`config.mk`:
```
export PLATFORM = sky130hd
export DESIGN_NAME = seq_alu_flat
export DESIGN_NICKNAME = d
export VERILOG_FILES = /design/src/rtl/seq_alu_if.sv /design/src/rtl/seq_alu.sv /design/src/flat_wrapper.sv
export SDC_FILE = /design/constraint.sdc
export NUM_CORES = 1
export LEC_CHECK = 0
export BUFFER_PORTS_ARGS = -buffer_cell sky130_fd_sc_hd__buf_2
export CAP_MARGIN = 20
export CORE_MARGIN = 3
export CORE_UTILIZATION = 23
export DETAILED_ROUTE_END_ITERATION = 7
export PLACE_DENSITY = 0.42
export SYNTH_ARGS = -nofsm -noshare
export SYNTH_HDL_FRONTEND = slang
export SYNTH_SLANG_ARGS = --single-unit
export TNS_END_PERCENT = 50
```
`constraint.sdc`:
```
create_clock -name clk -period 4.3 [get_ports clk]
set_input_delay 0.86 -clock clk [delete_from_list [all_inputs] [get_ports clk]]
set_output_delay 0.86 -clock clk [all_outputs]
set_load 0.05 [all_outputs]
```
`src/rtl/seq_alu_if.sv`:
```
`default_nettype none
// ============================================================================
//  Module      : seq_alu_if
//  Description : Handshake and operand/result bundle between the issue stage
//                and the sequential ALU. master = issuing side, slave = ALU.
//  Revision    : 1.0  initial release
// ============================================================================
interface seq_alu_if #(
    parameter int WIDTH = 32
);
    logic             flush;
    logic             in_valid;
    logic             in_ready;
    logic [4:0]       alu_operation;
    logic [WIDTH-1:0] alu_a;
    logic [WIDTH-1:0] alu_b;
    logic             out_valid;
    logic             out_ready;
    logic [WIDTH-1:0] alu_c;
    logic             zero;
    logic             less_than;
    logic             signed_less_than;
    logic             busy;

    modport master (
        output flush, in_valid, alu_operation, alu_a, alu_b, out_ready,
        input  in_ready, out_valid, alu_c, zero, less_than, signed_less_than, busy
    );

    modport slave (
        input  flush, in_valid, alu_operation, alu_a, alu_b, out_ready,
        output in_ready, out_valid, alu_c, zero, less_than, signed_less_than, busy
    );
endinterface
`default_nettype wire

```
`src/rtl/seq_alu.sv`:
```
`default_nettype none
// ============================================================================
//  Module      : seq_alu
//  Description : Handshaked ALU with registered result. Base integer ops take
//                one cycle; with SEQ_ALU_MULDIV_EN defined, RV32M-style
//                multiply/divide/remainder run one bit per cycle.
//                Macro SEQ_ALU_MULDIV_EN enables the multiply/divide datapath.
//  Revision    : 1.0  initial release
// ============================================================================
module seq_alu #(
    parameter int WIDTH = 32
) (
    input  wire       clk,
    input  wire       rst,
    seq_alu_if.slave  bus
);
    localparam int SHAMT_W = $clog2(WIDTH);
    localparam int CNT_W   = $clog2(WIDTH);

    localparam logic [1:0] c_st_idle = 2'd0;
    localparam logic [1:0] c_st_busy = 2'd1;
    localparam logic [1:0] c_st_done = 2'd2;

    localparam logic [4:0] c_op_add  = 5'b00000;
    localparam logic [4:0] c_op_sub  = 5'b00001;
    localparam logic [4:0] c_op_and  = 5'b00010;
    localparam logic [4:0] c_op_or   = 5'b00011;
    localparam logic [4:0] c_op_xor  = 5'b00100;
    localparam logic [4:0] c_op_slt  = 5'b00101;
    localparam logic [4:0] c_op_srl  = 5'b00110;
    localparam logic [4:0] c_op_sra  = 5'b00111;
    localparam logic [4:0] c_op_sll  = 5'b01000;
    localparam logic [4:0] c_op_sltu = 5'b01001;

    logic [1:0]       r_state;
    logic             r_in_ready;
    logic             r_out_valid;
    logic             r_busy;
    logic [WIDTH-1:0] r_alu_c;
    logic             r_zero;
    logic             r_lt;
    logic             r_slt;

    logic               w_accept;
    logic               w_is_mop;
    logic               w_m_last;
    logic [WIDTH-1:0]   w_m_result;
    logic [WIDTH-1:0]   w_base_c;
    logic [SHAMT_W-1:0] w_shamt;
    logic               w_zero;
    logic               w_lt;
    logic               w_slt;

    assign w_accept = r_in_ready & bus.in_valid & ~bus.flush;
    assign w_shamt  = bus.alu_b[SHAMT_W-1:0];
    assign w_zero   = (bus.alu_a == bus.alu_b);
    assign w_lt     = (bus.alu_a < bus.alu_b);
    assign w_slt    = ($signed(bus.alu_a) < $signed(bus.alu_b));

    assign bus.in_ready         = r_in_ready;
    assign bus.out_valid        = r_out_valid;
    assign bus.busy             = r_busy;
    assign bus.alu_c            = r_alu_c;
    assign bus.zero             = r_zero;
    assign bus.less_than        = r_lt;
    assign bus.signed_less_than = r_slt;

    // Single-cycle result of the base ops, sampled at accept time
    always_comb begin
        w_base_c = '0;
        case (bus.alu_operation)
            c_op_add:  w_base_c = bus.alu_a + bus.alu_b;
            c_op_sub:  w_base_c = bus.alu_a - bus.alu_b;
            c_op_and:  w_base_c = bus.alu_a & bus.alu_b;
            c_op_or:   w_base_c = bus.alu_a | bus.alu_b;
            c_op_xor:  w_base_c = bus.alu_a ^ bus.alu_b;
            c_op_slt:  w_base_c = {{(WIDTH-1){1'b0}}, w_slt};
            c_op_srl:  w_base_c = bus.alu_a >> w_shamt;
            c_op_sra:  w_base_c = $unsigned($signed(bus.alu_a) >>> w_shamt);
            c_op_sll:  w_base_c = bus.alu_a << w_shamt;
            c_op_sltu: w_base_c = {{(WIDTH-1){1'b0}}, w_lt};
            default:   w_base_c = '0;
        endcase
`ifdef SEQ_ALU_MULDIV_EN
        // Codes 11xxx alias ADD when the M extension is present
        if (bus.alu_operation[4] & bus.alu_operation[3])
            w_base_c = bus.alu_a + bus.alu_b;
`endif
    end

`ifdef SEQ_ALU_MULDIV_EN
    logic [2:0]         r_mop;
    logic               r_neg;
    logic               r_dz;
    logic [CNT_W-1:0]   r_cnt;
    logic [WIDTH-1:0]   r_a;
    logic [2*WIDTH-1:0] r_prod;
    logic [2*WIDTH-1:0] r_mcand;
    logic [WIDTH-1:0]   r_mplier;
    logic [WIDTH-1:0]   r_divisor;
    logic [WIDTH-1:0]   r_quo;
    logic [WIDTH-1:0]   r_rem;

    logic               w_is_div;
    logic               w_a_neg;
    logic               w_b_neg;
    logic [WIDTH-1:0]   w_mag_a;
    logic [WIDTH-1:0]   w_mag_b;
    logic [2*WIDTH-1:0] w_prod_nxt;
    logic [2*WIDTH-1:0] w_prod_fin;
    logic [WIDTH:0]     w_rem_sh;
    logic [WIDTH:0]     w_rem_sub;
    logic [WIDTH-1:0]   w_rem_nxt;
    logic [WIDTH-1:0]   w_quo_nxt;
    logic [WIDTH-1:0]   w_rem_fin;
    logic [WIDTH-1:0]   w_quo_fin;

    assign w_is_mop = bus.alu_operation[4] & ~bus.alu_operation[3];
    assign w_is_div = bus.alu_operation[2];
    // Divides: signed unless the U variant (bit0). Multiplies: MULHU is the
    // only unsigned A; MULHSU and MULHU have unsigned B.
    assign w_a_neg  = bus.alu_a[WIDTH-1] &
                      (w_is_div ? ~bus.alu_operation[0] : (bus.alu_operation[1:0] != 2'b11));
    assign w_b_neg  = bus.alu_b[WIDTH-1] &
                      (w_is_div ? ~bus.alu_operation[0] : ~bus.alu_operation[1]);
    assign w_mag_a  = w_a_neg ? -bus.alu_a : bus.alu_a;
    assign w_mag_b  = w_b_neg ? -bus.alu_b : bus.alu_b;

    // One shift-add step and one restoring-divide step per BUSY cycle
    assign w_prod_nxt = r_prod + (r_mplier[0] ? r_mcand : '0);
    assign w_rem_sh   = {r_rem, r_quo[WIDTH-1]};
    assign w_rem_sub  = w_rem_sh - {1'b0, r_divisor};
    assign w_rem_nxt  = w_rem_sub[WIDTH] ? w_rem_sh[WIDTH-1:0] : w_rem_sub[WIDTH-1:0];
    assign w_quo_nxt  = {r_quo[WIDTH-2:0], ~w_rem_sub[WIDTH]};

    assign w_prod_fin = r_neg ? -w_prod_nxt : w_prod_nxt;
    assign w_quo_fin  = r_neg ? -w_quo_nxt  : w_quo_nxt;
    assign w_rem_fin  = r_neg ? -w_rem_nxt  : w_rem_nxt;
    assign w_m_last   = r_dz | (r_cnt == '0);

    // Final M-op result selection on the last iteration
    always_comb begin
        w_m_result = '0;
        if (!r_mop[2])
            w_m_result = (r_mop[1:0] == 2'b00) ? w_prod_fin[WIDTH-1:0]
                                               : w_prod_fin[2*WIDTH-1:WIDTH];
        else if (r_dz)
            w_m_result = r_mop[1] ? r_a : '1;
        else
            w_m_result = r_mop[1] ? w_rem_fin : w_quo_fin;
    end

    // Load magnitudes on accept, then iterate while BUSY
    always_ff @(posedge clk) begin
        if (rst) begin
            r_mop <= '0;
            r_neg <= 1'b0;
            r_dz  <= 1'b0;
            r_cnt <= '0;
        end else if (w_accept && w_is_mop) begin
            r_mop     <= bus.alu_operation[2:0];
            r_neg     <= (w_is_div && bus.alu_operation[1]) ? w_a_neg : (w_a_neg ^ w_b_neg);
            r_dz      <= w_is_div && (bus.alu_b == '0);
            r_cnt     <= CNT_W'(WIDTH - 1);
            r_a       <= bus.alu_a;
            r_prod    <= '0;
            r_mcand   <= {{WIDTH{1'b0}}, w_mag_a};
            r_mplier  <= w_mag_b;
            r_divisor <= w_mag_b;
            r_quo     <= w_mag_a;
            r_rem     <= '0;
        end else if (r_state == c_st_busy) begin
            r_cnt    <= r_cnt - CNT_W'(1);
            r_prod   <= w_prod_nxt;
            r_mcand  <= r_mcand << 1;
            r_mplier <= r_mplier >> 1;
            r_quo    <= w_quo_nxt;
            r_rem    <= w_rem_nxt;
        end
    end
`else
    assign w_is_mop   = 1'b0;
    assign w_m_last   = 1'b1;
    assign w_m_result = '0;
`endif

    // Control FSM with registered handshake, result and flag outputs
    always_ff @(posedge clk) begin
        if (rst) begin
            r_state     <= c_st_idle;
            r_in_ready  <= 1'b1;
            r_out_valid <= 1'b0;
            r_busy      <= 1'b0;
            r_alu_c     <= '0;
            r_zero      <= 1'b0;
            r_lt        <= 1'b0;
            r_slt       <= 1'b0;
        end else if (bus.flush) begin
            r_state     <= c_st_idle;
            r_in_ready  <= 1'b1;
            r_out_valid <= 1'b0;
            r_busy      <= 1'b0;
        end else begin
            case (r_state)
                c_st_idle: begin
                    if (w_accept) begin
                        r_in_ready <= 1'b0;
                        r_zero     <= w_zero;
                        r_lt       <= w_lt;
                        r_slt      <= w_slt;
                        if (w_is_mop) begin
                            r_state <= c_st_busy;
                            r_busy  <= 1'b1;
                        end else begin
                            r_state     <= c_st_done;
                            r_out_valid <= 1'b1;
                            r_alu_c     <= w_base_c;
                        end
                    end
                end
                c_st_busy: begin
                    if (w_m_last) begin
                        r_state     <= c_st_done;
                        r_busy      <= 1'b0;
                        r_out_valid <= 1'b1;
                        r_alu_c     <= w_m_result;
                    end
                end
                c_st_done: begin
                    if (bus.out_ready) begin
                        r_state     <= c_st_idle;
                        r_out_valid <= 1'b0;
                        r_in_ready  <= 1'b1;
                    end
                end
                default: begin
                    r_state     <= c_st_idle;
                    r_in_ready  <= 1'b1;
                    r_out_valid <= 1'b0;
                    r_busy      <= 1'b0;
                end
            endcase
        end
    end
endmodule
`default_nettype wire

```
`src/flat_wrapper.sv`:
```
// flat-port wrapper written by rule: the top's interface ports become plain ports
module seq_alu_flat 
#(
    parameter int WIDTH = 32
)
  (clk, rst, bus_flush, bus_in_valid, bus_alu_operation, bus_alu_a, bus_alu_b, bus_out_ready, bus_in_ready, bus_out_valid, bus_alu_c, bus_zero, bus_less_than, bus_signed_less_than, bus_busy);
  seq_alu_if #(.WIDTH(WIDTH)) bus_i ();
  input  wire clk;
  input  wire rst;
  input wire logic [$bits(bus_i.flush)-1:0] bus_flush;
  input wire logic [$bits(bus_i.in_valid)-1:0] bus_in_valid;
  input wire logic [$bits(bus_i.alu_operation)-1:0] bus_alu_operation;
  input wire logic [$bits(bus_i.alu_a)-1:0] bus_alu_a;
  input wire logic [$bits(bus_i.alu_b)-1:0] bus_alu_b;
  input wire logic [$bits(bus_i.out_ready)-1:0] bus_out_ready;
  output wire logic [$bits(bus_i.in_ready)-1:0] bus_in_ready;
  output wire logic [$bits(bus_i.out_valid)-1:0] bus_out_valid;
  output wire logic [$bits(bus_i.alu_c)-1:0] bus_alu_c;
  output wire logic [$bits(bus_i.zero)-1:0] bus_zero;
  output wire logic [$bits(bus_i.less_than)-1:0] bus_less_than;
  output wire logic [$bits(bus_i.signed_less_than)-1:0] bus_signed_less_than;
  output wire logic [$bits(bus_i.busy)-1:0] bus_busy;
  assign bus_i.flush = bus_flush;
  assign bus_i.in_valid = bus_in_valid;
  assign bus_i.alu_operation = bus_alu_operation;
  assign bus_i.alu_a = bus_alu_a;
  assign bus_i.alu_b = bus_alu_b;
  assign bus_i.out_ready = bus_out_ready;
  assign bus_in_ready = bus_i.in_ready;
  assign bus_out_valid = bus_i.out_valid;
  assign bus_alu_c = bus_i.alu_c;
  assign bus_zero = bus_i.zero;
  assign bus_less_than = bus_i.less_than;
  assign bus_signed_less_than = bus_i.signed_less_than;
  assign bus_busy = bus_i.busy;
  seq_alu #(.WIDTH(WIDTH)) u_core (.clk(clk), .rst(rst), .bus(bus_i));
endmodule
```
==> metrics.md <==
| Metric | Value |
|---|---|
| Result of the run | `completed` |
| Met2 wire len | `between 20 and 30 mm` |
| Clock insertion delay at the later pin of the skew report | `310 ps` |
| Capturing element type of the critical path | `flip-flop` |
| Maximum fanout along the worst path | `7` |
| Die Y-Extent | `221 um` |
| Cell chain of the critical path | `buf_2 > ha_1 > fa_1 > a21o_1 > a311oi_1 > nor3_1 > buf_4 > o21ai_0 > o21bai_1 > or3_1 > a32o_1 > a221oi_1` |
| Worst-case setup margin in the final layout | `roughly 460 ps` |
| Worst Setup Slack post-DPL | `158 ps` |
| Mean area per synthesized cell | `roughly 7.3 sq um` |
| Final count of pins violating max slew | `0` |
| Detailed placement HPWL | `47.3 mm` |
| Post-synth cell types | `89` |
| Number of violations of the max-capacitance limit | `0` |
| Slew at the pin with the worst max-slew slack | `843 ps` |
| Die width | `between 200 and 250 um` |
| Setup slack, reg-to-reg | `between 1500 and 2000 ps` |
| Iteration-0 DRC count of the detailed router | `~1400` |
| Effective utilization at floorplan | `a little under a quarter` |
| Min Hold Slack | `between 400 and 500 ps` |
| # setup viols final | `0` |
| Total CTS buffers | `5` |
| Worst clock skew | `between 10 and 15 ps` |
| Post-DRT Antenna Nets | `0` |
| Path category of the worst min-delay check | `flip-flop to flip-flop` |
| Number of port buffers | `110` |
| Total placed cells including tap cells | `around 2200` |
| Power per cell area | `170 nW/um^2` |
| Max-slew headroom at the worst pin | `a little over two fifths` |
| Most used flip-flop cell after synthesis | `sky130_fd_sc_hd__dfxtp_1` |
| Number of fill cells in the layout | `5140` |
| Count of cells along the worst register-to-register path | `5` |
| Largest net degree at the start of global routing | `86` |
| Maximum ir drop on the vdd rail | `~0.13 mV` |
| Worst endpoint data arrival time | `about 4100 ps` |
| Number of buffers added to fix hold violations after cts | `0` |
| Post-detailed-routing wire length | `a little under 60 mm` |
| TritonCTS clock tree | `yes` |
| Startpoint-to-endpoint class of the critical path | `input port to flip-flop` |
| Buffer count from post-CTS setup fixing | `0` |
| Synthesized net count | `between 1500 and 2000` |
| Period utilisation layout | `between 80% and 90%` |
| Setup TNS Final | `0 ps` |
| First-pass GRT wire length | `~86 mm` |
| Number of buffers on the longest clock path | `2` |
| Sequential-to-total area share from yosys stat | `6.97%` |
| Number of gates resized after CTS | `0` |
| Number of ports placed on the die boundary | `between 100 and 150` |
| H-tree depth reported by CTS | `2` |
| Area growth from synthesis to layout | `17.5%` |
| DRT met1 WL | `around 26 mm` |
| Cell with the largest stage delay on the worst path | `sky130_fd_sc_hd__a311oi_1` |
| Overall Power | `2.12 mW` |
| GRT Util Overall | `~23%` |
| Via-per-instance ratio | `around 5.9` |
| Via count | `about 13000` |
| Final Hold Fails | `0` |
| Core Area | `45500 sq um` |
| Hold wc startpoint | `u_core.bus.alu_c[12]$_SDFFE_PP0P_` |
| Worst-path clk slew | `approximately 70 ps` |
| Number of global-route vias before repair | `about 12000` |
| Crit path from | `bus_alu_a[0]` |
| Endpoint of the most critical register-to-register path | `u_core.bus.alu_c[28]$_SDFFE_PP0P_` |
| Clk root buf | `sky130_fd_sc_hd__clkbuf_16` |
| Met3 wire len | `around 4 mm` |
| Number of enable flip-flop cells after synthesis | `0` |
| TritonRoute pass-1 iters | `5` |
| Row cnt | `78` |
| Required arrival time at the worst endpoint | `4520 ps` |
| Global route total overflow | `0` |
| DRC violations left | `0` |
| Fraction of layout cells with a size suffix above 1 | `between 20% and 30%` |
| #FFs+latches synth | `37` |
| GPL Wtd Cong | `roughly 0.99` |
| Post-synthesis instance area | `about 11000 sq um` |
| Count of non-filler cells in the finished layout | `about 2200` |
| Crit path time final | `between 3000 and 4000 ps` |
| Initial antenna violation count | `0` |
| Top achievable clock speed | `~260 MHz` |
| Clk sink count | `37` |
| Routed wire length per instance | `27.4 um` |
| End point of the most critical hold path | `u_core.bus.alu_c[12]$_SDFFE_PP0P_` |
| Uppermost layer routed | `met4` |
| Reg2reg start | `u_core.r_state[1]$_SDFFE_PP0P_` |
| Die area | `48800 sq um` |
| Inserted Diodes | `0` |
| Final layout net count | `1734` |
| Yosys warning count | `0` |
| Gate count of the mapped netlist | `1452` |
| Critical path's largest stage delay | `~510 ps` |
| Unrepaired setup endpoints after global routing | `false` |
| Hold-critical path depth | `2` |
| Leakage power | `5.16 nW` |
| Share of synthesized registers carrying an async set or reset | `0%` |
| Sort of element at the start of the critical path | `input port` |
[power breakdown]
group | total (mW) | internal [mW] | switching [mW]
clock | 0.398 | 0.214 | 0.184
combinational | 1.37 | 0.496 | 0.875
sequential | 0.354 | 0.349 | 0.00487
total | 2.12 | 1.06 | 1.06
[cells by family (layout without fill, tap and decap cells)]
group	Yosys count	count (layout)	synth area share [%]
AO/OA/AOI/OAI	519	519	34.1
adder cells (fa/ha/maj)	99	99	11.8
buffers and inverters	216	326	8.58
flip-flops	37	37	6.97
multiplexers	107	107	17.3
other	1	1	0.0353
AND/OR/NAND/NOR	473	473	21.2
[synthesized netlist by cell type (19+ instances only)]
cell | instances | area (sq um)
sky130_fd_sc_hd__a211oi_1 | 19 | 143
sky130_fd_sc_hd__a21o_1 | 19 | 143
sky130_fd_sc_hd__a21oi_1 | 116 | 581
sky130_fd_sc_hd__a221oi_1 | 25 | 219
sky130_fd_sc_hd__a31oi_1 | 19 | 119
sky130_fd_sc_hd__buf_2 | 33 | 165
sky130_fd_sc_hd__clkbuf_1 | 71 | 267
sky130_fd_sc_hd__dfxtp_1 | 37 | 741
sky130_fd_sc_hd__ha_1 | 97 | 1210
sky130_fd_sc_hd__inv_1 | 90 | 338
sky130_fd_sc_hd__mux2i_1 | 31 | 310
sky130_fd_sc_hd__mux4_2 | 53 | 1190
sky130_fd_sc_hd__nand2_1 | 158 | 593
sky130_fd_sc_hd__nand3_1 | 36 | 180
sky130_fd_sc_hd__nor2_1 | 125 | 469
sky130_fd_sc_hd__nor3_1 | 33 | 165
sky130_fd_sc_hd__o211ai_1 | 29 | 218
sky130_fd_sc_hd__o21ai_0 | 97 | 485
[per-layer routing]
metal  GRT usage (%)  up-vias
li1                -     5759
met1            31.2     6282
met2            37.6      582
met3            3.65       76
met4            7.83        0
met5               0        -
[worst max-delay path: cells and delay by family]
| kind | cells | cell delay (ps) |
|---|---|---|
| simple gates | 2 | 480 |
| compound gates | 6 | 1710 |
| fa+ha+maj | 2 | 690 |
| buf+inv | 2 | 320 |
[layout by cell type, fill, tap and decap left out, types with 11 or more instances in the layout]
cell                        instances
sky130_fd_sc_hd__buf_4            107
sky130_fd_sc_hd__nand3_1           36
sky130_fd_sc_hd__nand2_1          158
sky130_fd_sc_hd__o2111ai_1         11
sky130_fd_sc_hd__ha_1              97
sky130_fd_sc_hd__a22oi_1           16
sky130_fd_sc_hd__inv_1             90
sky130_fd_sc_hd__a311oi_1          11
sky130_fd_sc_hd__a211oi_1          19
sky130_fd_sc_hd__nand2b_1          14
sky130_fd_sc_hd__nor2_1           125
sky130_fd_sc_hd__a31oi_1           19
sky130_fd_sc_hd__mux4_2            53
sky130_fd_sc_hd__buf_2            108
sky130_fd_sc_hd__a221oi_1          25
sky130_fd_sc_hd__and3_1            12
sky130_fd_sc_hd__o221ai_1          18
sky130_fd_sc_hd__o211ai_1          29
sky130_fd_sc_hd__o21ai_0           97
sky130_fd_sc_hd__dfxtp_1           37
sky130_fd_sc_hd__a21oi_1          116
sky130_fd_sc_hd__and2_1            12
sky130_fd_sc_hd__nor2b_1           15
sky130_fd_sc_hd__nor4_1            11
sky130_fd_sc_hd__o22ai_1           11
sky130_fd_sc_hd__a21o_1            19
sky130_fd_sc_hd__o21a_1            11
sky130_fd_sc_hd__nor3_1            33
sky130_fd_sc_hd__o21bai_1          12
sky130_fd_sc_hd__o31ai_1           16
sky130_fd_sc_hd__mux2i_1           31
sky130_fd_sc_hd__mux2_2            18
sky130_fd_sc_hd__a221o_1           11
[final cells by class]
class	instances	area [sq um]	share of cell area, %
clock inverters	2	10.0	0.0802
inverters	95	357	2.86
well taps	600	751	6.01
flip-flops and latches	37	741	5.93
multi-input cells	1199	9000	72.0
clock buffers	6	129	1.03
repair buffers	223	1500	12.0
[sequential cells by signal, indices dropped and copies added (netlist names)]
| signal | flops |
|---|---|
| u_core.bus.alu_c | 32 |
| u_core.bus.in_ready | 1 |
| u_core.bus.less_than | 1 |
| u_core.bus.signed_less_than | 1 |
| u_core.bus.zero | 1 |
| u_core.r_state | 1 |
[how the worst max path moves through the flow]
| stage | endpoint | slack [ps] |
|---|---|---|
| after floorplan | u_core.bus.alu_c[25]$_SDFFE_PP0P_ | 10 |
| after global placement | u_core.bus.alu_c[24]$_SDFFE_PP0P_ | 250 |
| after detailed placement | u_core.bus.alu_c[24]$_SDFFE_PP0P_ | 160 |
| after CTS | u_core.bus.alu_c[24]$_SDFFE_PP0P_ | 460 |
| after global routing | u_core.bus.alu_c[24]$_SDFFE_PP0P_ | 250 |
| final | u_core.bus.alu_c[24]$_SDFFE_PP0P_ | 460 |
[metrics by stage]
step           utilization, %  instance area [sq um]
2_1_floorplan               -                  10600
3_3_place_gp             27.2                  12300
3_5_place_dp             27.2                  12300
4_1_cts                  27.5                  12500
5_1_grt                  27.5                  12500
6_report                 27.5                  12500
Power figures use the tool's default switching activity.
